## config.mk

```make
export PLATFORM = sky130hd
export DESIGN_NAME = uart_rx_demux
export DESIGN_NICKNAME = d
export VERILOG_FILES = /design/src/rtl/uart_pkg.sv /design/src/rtl/uart_rx_byte.sv /design/src/rtl/uart_rx_demux.sv
export SDC_FILE = /design/constraint.sdc
export NUM_CORES = 1
export LEC_CHECK = 0
export ABC_AREA = 1
export BUFFER_PORTS_ARGS = -buffer_cell sky130_fd_sc_hd__buf_2
export CAP_MARGIN = 20
export CORE_ASPECT_RATIO = 1.4
export CORE_MARGIN = 4
export CORE_UTILIZATION = 57
export CTS_BUF_LIST = sky130_fd_sc_hd__clkbuf_4
export DETAILED_ROUTE_END_ITERATION = 10
export GPL_ROUTABILITY_DRIVEN = 0
export GPL_TIMING_DRIVEN = 0
export PLACE_DENSITY = 0.77
export SYNTH_ARGS = -nofsm -noshare
export SYNTH_HDL_FRONTEND = slang
export SYNTH_SLANG_ARGS = --single-unit
```

## constraint.sdc

```tcl
create_clock -name clk -period 1.38 [get_ports clk]
set_input_delay 0.207 -clock clk [delete_from_list [all_inputs] [get_ports clk]]
set_output_delay 0.207 -clock clk [all_outputs]
set_load 0.05 [all_outputs]
```

## src/rtl/uart_pkg.sv

```systemverilog
// Shared types and constants for the UART receive / frame demux path.
package uart_pkg;

  localparam int BYTE_W = 8;

  typedef enum logic [2:0] {IDLE, START, DATA, STOP, WAIT_HI} rx_state_t;

  typedef enum logic [1:0] {P_ADDR, P_COUNT, P_DATA, P_CHECK} parse_state_t;

endpackage

```

## src/rtl/uart_rx_byte.sv

```systemverilog
// 8N1 byte receiver: 2-flop input synchronizer plus mid-bit sampling FSM.
// state   | meaning
// IDLE    | line high, waiting for a start edge
// START   | half-bit wait, start bit confirmed or rejected as glitch
// DATA    | sampling 8 data bits, LSB first
// STOP    | mid stop-bit check, emits byte or framing error
// WAIT_HI | after framing error, hold until line returns high
module uart_rx_byte
  import uart_pkg::*;
#(
  parameter int CLKS_PER_BIT = 186
) (
  input  logic              clk,
  input  logic              reset_n,
  input  logic              i_rxd,
  output logic [BYTE_W-1:0] o_byte,
  output logic              o_byte_valid,
  output logic              o_frame_err
);

  localparam int CNT_W = $clog2(CLKS_PER_BIT);
  localparam logic [CNT_W-1:0] HALF_LOAD = CNT_W'(CLKS_PER_BIT / 2 - 1);
  localparam logic [CNT_W-1:0] FULL_LOAD = CNT_W'(CLKS_PER_BIT - 1);

  logic              r_sync1;
  logic              r_rxd_s;
  rx_state_t         r_state;
  logic [CNT_W-1:0]  r_cnt;
  logic [2:0]        r_bit;
  logic [BYTE_W-1:0] r_shift;

  assign o_byte = r_shift;

  always_ff @(posedge clk or negedge reset_n) begin
    if (!reset_n) begin
      r_sync1 <= 1'b1;
      r_rxd_s <= 1'b1;
    end else begin
      r_sync1 <= i_rxd;
      r_rxd_s <= r_sync1;
    end
  end

  always_ff @(posedge clk or negedge reset_n) begin
    if (!reset_n) begin
      r_state      <= IDLE;
      r_cnt        <= '0;
      r_bit        <= '0;
      r_shift      <= '0;
      o_byte_valid <= 1'b0;
      o_frame_err  <= 1'b0;
    end else begin
      o_byte_valid <= 1'b0;
      o_frame_err  <= 1'b0;
      case (r_state)
        IDLE: begin
          if (!r_rxd_s) begin
            r_cnt   <= HALF_LOAD;
            r_state <= START;
          end
        end
        START: begin
          if (r_cnt == '0) begin
            if (!r_rxd_s) begin
              r_cnt   <= FULL_LOAD;
              r_bit   <= '0;
              r_state <= DATA;
            end else begin
              r_state <= IDLE;
            end
          end else begin
            r_cnt <= r_cnt - 1'b1;
          end
        end
        DATA: begin
          if (r_cnt == '0) begin
            r_shift <= {r_rxd_s, r_shift[BYTE_W-1:1]};
            r_cnt   <= FULL_LOAD;
            if (r_bit == 3'd7) r_state <= STOP;
            else               r_bit   <= r_bit + 3'd1;
          end else begin
            r_cnt <= r_cnt - 1'b1;
          end
        end
        STOP: begin
          // Leaving at mid stop-bit keeps back-to-back bytes aligned.
          if (r_cnt == '0) begin
            if (r_rxd_s) begin
              o_byte_valid <= 1'b1;
              r_state      <= IDLE;
            end else begin
              o_frame_err <= 1'b1;
              r_state     <= WAIT_HI;
            end
          end else begin
            r_cnt <= r_cnt - 1'b1;
          end
        end
        WAIT_HI: begin
          if (r_rxd_s) r_state <= IDLE;
        end
        default: r_state <= IDLE;
      endcase
    end
  end

endmodule

```

## src/rtl/uart_rx_demux.sv

```systemverilog
// UART frame demux: addr, count, payload, xor checksum -> per-byte write strobes.
// Optional mid-frame idle timeout enabled by defining UART_TIMEOUT_EN.
// state   | meaning
// P_ADDR  | next byte is the frame address
// P_COUNT | next byte is payload length (0 = 256)
// P_DATA  | payload bytes, each emitted as a write strobe
// P_CHECK | next byte is the xor checksum
module uart_rx_demux
  import uart_pkg::*;
#(
  parameter int CLKS_PER_BIT   = 186,
  parameter int TIMEOUT_CYCLES = 2_000_000
) (
  input  logic              clk,
  input  logic              reset_n,
  input  logic              rxd,
  output logic [BYTE_W-1:0] data,
  output logic [BYTE_W-1:0] addr,
  output logic              write,
  output logic              error
);

  if (CLKS_PER_BIT < 4 || TIMEOUT_CYCLES < 1) begin : g_bad_params
    $error("uart_rx_demux: CLKS_PER_BIT must be >= 4 and TIMEOUT_CYCLES >= 1");
  end

  logic [BYTE_W-1:0] w_byte;
  logic              w_byte_valid;
  logic              w_frame_err;

  parse_state_t      r_parse;
  logic [BYTE_W-1:0] r_addr;
  logic [BYTE_W-1:0] r_chk;
  logic [8:0]        r_cnt;

  uart_rx_byte #(
    .CLKS_PER_BIT (CLKS_PER_BIT)
  ) u_rx (
    .clk          (clk),
    .reset_n      (reset_n),
    .i_rxd        (rxd),
    .o_byte       (w_byte),
    .o_byte_valid (w_byte_valid),
    .o_frame_err  (w_frame_err)
  );

`ifdef UART_TIMEOUT_EN
  localparam logic [31:0] TMO_LOAD = 32'(TIMEOUT_CYCLES - 1);
  logic [31:0] r_tmo;

  always_ff @(posedge clk or negedge reset_n) begin
    if (!reset_n)                                r_tmo <= TMO_LOAD;
    else if (r_parse == P_ADDR || w_byte_valid)  r_tmo <= TMO_LOAD;
    else if (r_tmo != '0)                        r_tmo <= r_tmo - 32'd1;
  end
`endif

  always_ff @(posedge clk or negedge reset_n) begin
    if (!reset_n) begin
      r_parse <= P_ADDR;
      r_addr  <= '0;
      r_chk   <= '0;
      r_cnt   <= '0;
      data    <= '0;
      addr    <= '0;
      write   <= 1'b0;
      error   <= 1'b0;
    end else begin
      write <= 1'b0;
      if (w_frame_err) begin
        error   <= 1'b1;
        r_parse <= P_ADDR;
      end else if (w_byte_valid) begin
        case (r_parse)
          P_ADDR: begin
            r_addr  <= w_byte;
            r_chk   <= w_byte;
            r_parse <= P_COUNT;
          end
          P_COUNT: begin
            r_cnt   <= (w_byte == '0) ? 9'd256 : {1'b0, w_byte};
            r_chk   <= r_chk ^ w_byte;
            r_parse <= P_DATA;
          end
          P_DATA: begin
            data  <= w_byte;
            addr  <= r_addr;
            write <= 1'b1;
            r_chk <= r_chk ^ w_byte;
            r_cnt <= r_cnt - 9'd1;
            if (r_cnt == 9'd1) r_parse <= P_CHECK;
          end
          P_CHECK: begin
            if (w_byte != r_chk) error <= 1'b1;
            r_parse <= P_ADDR;
          end
          default: r_parse <= P_ADDR;
        endcase
      end
`ifdef UART_TIMEOUT_EN
      else if (r_parse != P_ADDR && r_tmo == '0) begin
        error   <= 1'b1;
        r_parse <= P_ADDR;
      end
`endif
    end
  end

endmodule

```

==> implementation parameters <==
Parameter                              Value

Worst setup path
  Crit path top cell by count    sky130_fd_sc_hd__nand2_4
  Cell with the largest stage delay on the worst path    sky130_fd_sc_hd__dfrtp_1
  Largest stage delay on the critical path    410 ps
  Cell depth of the worst flop-to-flop path    9
  FF-to-FF Start    u_rx.r_cnt[1]
  Cell count along the critical path    9
  Critical path buffers and inverters    2
  Endpoint of the worst register-to-register path    u_rx.r_cnt[0]
  Setup crit start kind    flip-flop
  Required time of the worst setup path    1730 ps
  Data arrival time of the worst path    1750 ps
  Worst-path cell chain    inv_2 -> ha_4 -> nand2_4 -> nor2_8 -> nand2_4 -> nand2_4 -> buf_4 -> nand2_1 -> o21ai_1
  Start point of the critical path    u_rx.r_cnt[1]
  Setup crit end    u_rx.r_cnt[0]
  Category of the worst setup path capture point    flip-flop
  Critical path start-end classification    reg2reg
  Largest fanout on the critical path    5
  Worst path top cell family by delay    simple AND/OR/NAND/NOR gates
  Reg-to-reg setup timing slack    -20 ps

Synth
  Part of the Yosys area used for sequential elements    49.1%
  Number of nets in the synthesized netlist    447
  Synth Area in Simple Gates    27.3%
  Mean instance size in the synthesized netlist    8.33 um^2
  Warning count from the yosys run    0
  Netlist cell types    30
  Post-Synth XOR/XNOR Area    3.87%
  Dominant combinational cell family by area after synthesis    simple AND/OR/NAND/NOR gates
  Cell count after synthesis    435
  Multiplexer share of the synthesized area    0%
  Netlist area before placement    3620 um^2
  Adder and majority gate portion of the synthesized area    3.11%
  Area fraction in compound gates after synthesis    10.5%
  #FFs+latches synth    71

Clocking
  Clock sink count    71
  Maximum count of clock buffers along a single path    2
  Number of CTS-inserted buffers    9
  Source-to-sink clock delay at the later pin of the worst-skew pair    430 ps
  CTS tree    done
  Buffer cell driving the clock tree root    sky130_fd_sc_hd__clkbuf_4
  Reg clk slew, reported paths    120 ps
  Maximum level of the CTS H-tree    3

STA
  Final sum of negative setup slack    -44.9 ps
  Number of endpoints failing setup at the final stage    3
  Final hold violations    0
  Rel. slew slack    41.6%
  RSZ-0062 raised after global routing    true
  Actual slew at the worst max-slew pin    876 ps
  Worst clock skew    20.8 ps
  Final clock period utilization by the worst path    102%
  Final Max Slew Viols    0
  Fmax    712 MHz
  Shortest period the worst path allows    1400 ps
  Final setup slack of the worst path    -24.3 ps

Cells and area
  Proportion of layout cells with a drive suffix above 1    30.6%
  Commonest non-fill, non-tap cells in the layout    sky130_fd_sc_hd__nand2_1, sky130_fd_sc_hd__dfrtp_1, sky130_fd_sc_hd__nor2_1, sky130_fd_sc_hd__inv_1, sky130_fd_sc_hd__o21ai_0
  Multi-input gate area    1840 um^2
  Filler Cells Inserted    448
  Register area    1790 um^2
  Final standard cell utilization of the core    71.6%
  Commonest non-fill, non-tap cell in the layout    sky130_fd_sc_hd__nand2_1
  Synth-to-layout area growth    22.7%
  Number of diodes    0
  Post-layout net count    497

Floorplan
  Area enclosed by the die boundary    7720 um^2
  Core ar.    6210 um^2
  Count of boundary I/O pins    21
  Initial core utilization    58.4%
  Die boundary height    102 um
  Chip width    75.4 um
  Cell Rows    34

Global routing
  GRT Overall Usage    21.9%
  Total overflow reported by the global router    0
  Vias in the first global route    2,939
  Wire length of the first global-routing pass    12,900 um
  Maximum number of pins on one net before global-route repair    72
  Number of antenna violations at the first check in global routing    0

Placed design
  Worst slack at placement    -214 ps
  DP HPWL    5160 um
  Number of buffers inserted by port buffering    20

Detailed routing
  Overall routed net length    8280 um
  Drt first pass iters    7
  Total number of vias    3,075
  Remaining number of nets flagged by the antenna check after routing    0
  Via count normalized by instance count    5.47
  Wire length per cell    14.7 um
  Starting DRC count in detailed routing    201
  DR DRC count    0

Pwr
  Worst vdd rail ir drop    0.580 mV
  Switching part of the total power    20.9%
  Power density cells    870 nW/um^2
  Reported leakage power    2.22 nW
  Portion of total power attributed to sequential cells    53.9%
  Switching power    0.000808 W
  Internal power summed over all cells    0.00306 W
  Relative contribution of the clock network to total power    44.5%
  Fraction of power consumed by combinational cells    1.6%

Status
  Outcome    complete, but fails checks
  Violated checks    negative setup slack

Min path
  Worst min-delay path category    reg2reg

Flow run
  Number of max-capacitance violations reported    0
worst min path at each step:
stage	from	endpoint	slack (ps)	cells past startpoint
3_3_place_gp	rxd	u_rx.r_sync1	310	1
3_5_place_dp	rxd	u_rx.r_sync1	310	1
6_report	u_rx.r_sync1	u_rx.r_rxd_s	360	0
5_1_grt	u_rx.r_sync1	u_rx.r_rxd_s	380	0
2_1_floorplan	reset_n	addr[0]	-90	0
4_1_cts	u_rx.r_sync1	u_rx.r_rxd_s	370	0
what timing repair did:
item                       in CTS  in global routing
setup endpoints to repair      56                 53
cloned                          0                  2
pin swaps                       8                 11
gates resized for setup        30                 53
hold buffers                    2                  0
hold endpoints to repair       70                  0
buffers inserted                9                  6
power groups by stage:
stage                 logic, W  clock network [W]  registers [W]
finish               0.0000603            0.00172        0.00209
CTS                  0.0000635            0.00175        0.00209
global placement     0.0000534                  0        0.00213
detailed placement   0.0000551                  0        0.00213
global route         0.0000708            0.00186        0.00209
floorplan           0.00000899                  0        0.00213
flip-flops by register name (all words and copies together) (netlist names):
name and count:
write 1, u_rx.r_cnt 8, r_chk 8, r_parse 2
u_rx.r_rxd_s 1, u_rx.o_byte 8, data 8, r_addr 8
u_rx.r_bit 3, error 1, addr 8, u_rx.o_frame_err 1
u_rx.r_state 3, u_rx.r_sync1 1, r_cnt 9, u_rx.o_byte_valid 1
metal layers:
metal | vias to the layer above | GRT usage [%] | wire, um
li1 | 1474 | - | -
met1 | 1465 | 23.8 | 3240
met2 | 102 | 40.3 | 4420
met3 | 34 | 3.94 | 343
met4 | 0 | 9.83 | 276
met5 | - | 0 | 0
synthesized netlist by cell type, drive strengths merged:
library cell  instances  area (um^2)
nand2               142          573
nand4                 2         12.5
o21ai                50          318
a21oi                 5         25.0
inv                  47          176
dfstp                 2         52.6
dfrtp                69         1730
nand3                24          125
clkbuf                1         3.75
xnor2                15          131
ha                    9          113
nor2                 56          270
clkinv                1         3.75
xor2                  1         8.76
a21boi                1         7.51
o22ai                 1         6.26
o21bai                2         15.0
nor3                  2         10.0
o211ai                1         7.51
buf                   4         38.8
logic make-up (layout without fill, tap and decap cells):
kind of cell             after synthesis  in the layout
AND/OR/NAND/NOR                      226            226
XOR/XNOR                              16             16
buffers and inverters                 53            108
AO/OA/AOI/OAI                         60             60
flip-flops                            71             71
adder cells (fa/ha/maj)                9              9
through the flow:
step	instances	hold slack (ps)	power (W)	instance area, um^2
final	562	365	0.00387	4450
after global routing	562	375	0.00401	4450
after CTS	554	366	0.00390	4200
after detailed placement	527	314	0.00218	3820
after global placement	527	313	0.00218	3820
after floorplan	435	-88.6	0.00214	3630
area by class of cell:
cell class	count	area share, %
buffer	5	1.29
multi-input combinational	311	41.4
tap	72	2.03
timing repair buffer	38	6.13
sequential	71	40.2
timing repair inverter	1	0.141
inverter	48	4.61
clock inverter	5	2.39
clock buffer	11	1.86
(Power assumes the default switching activity.)
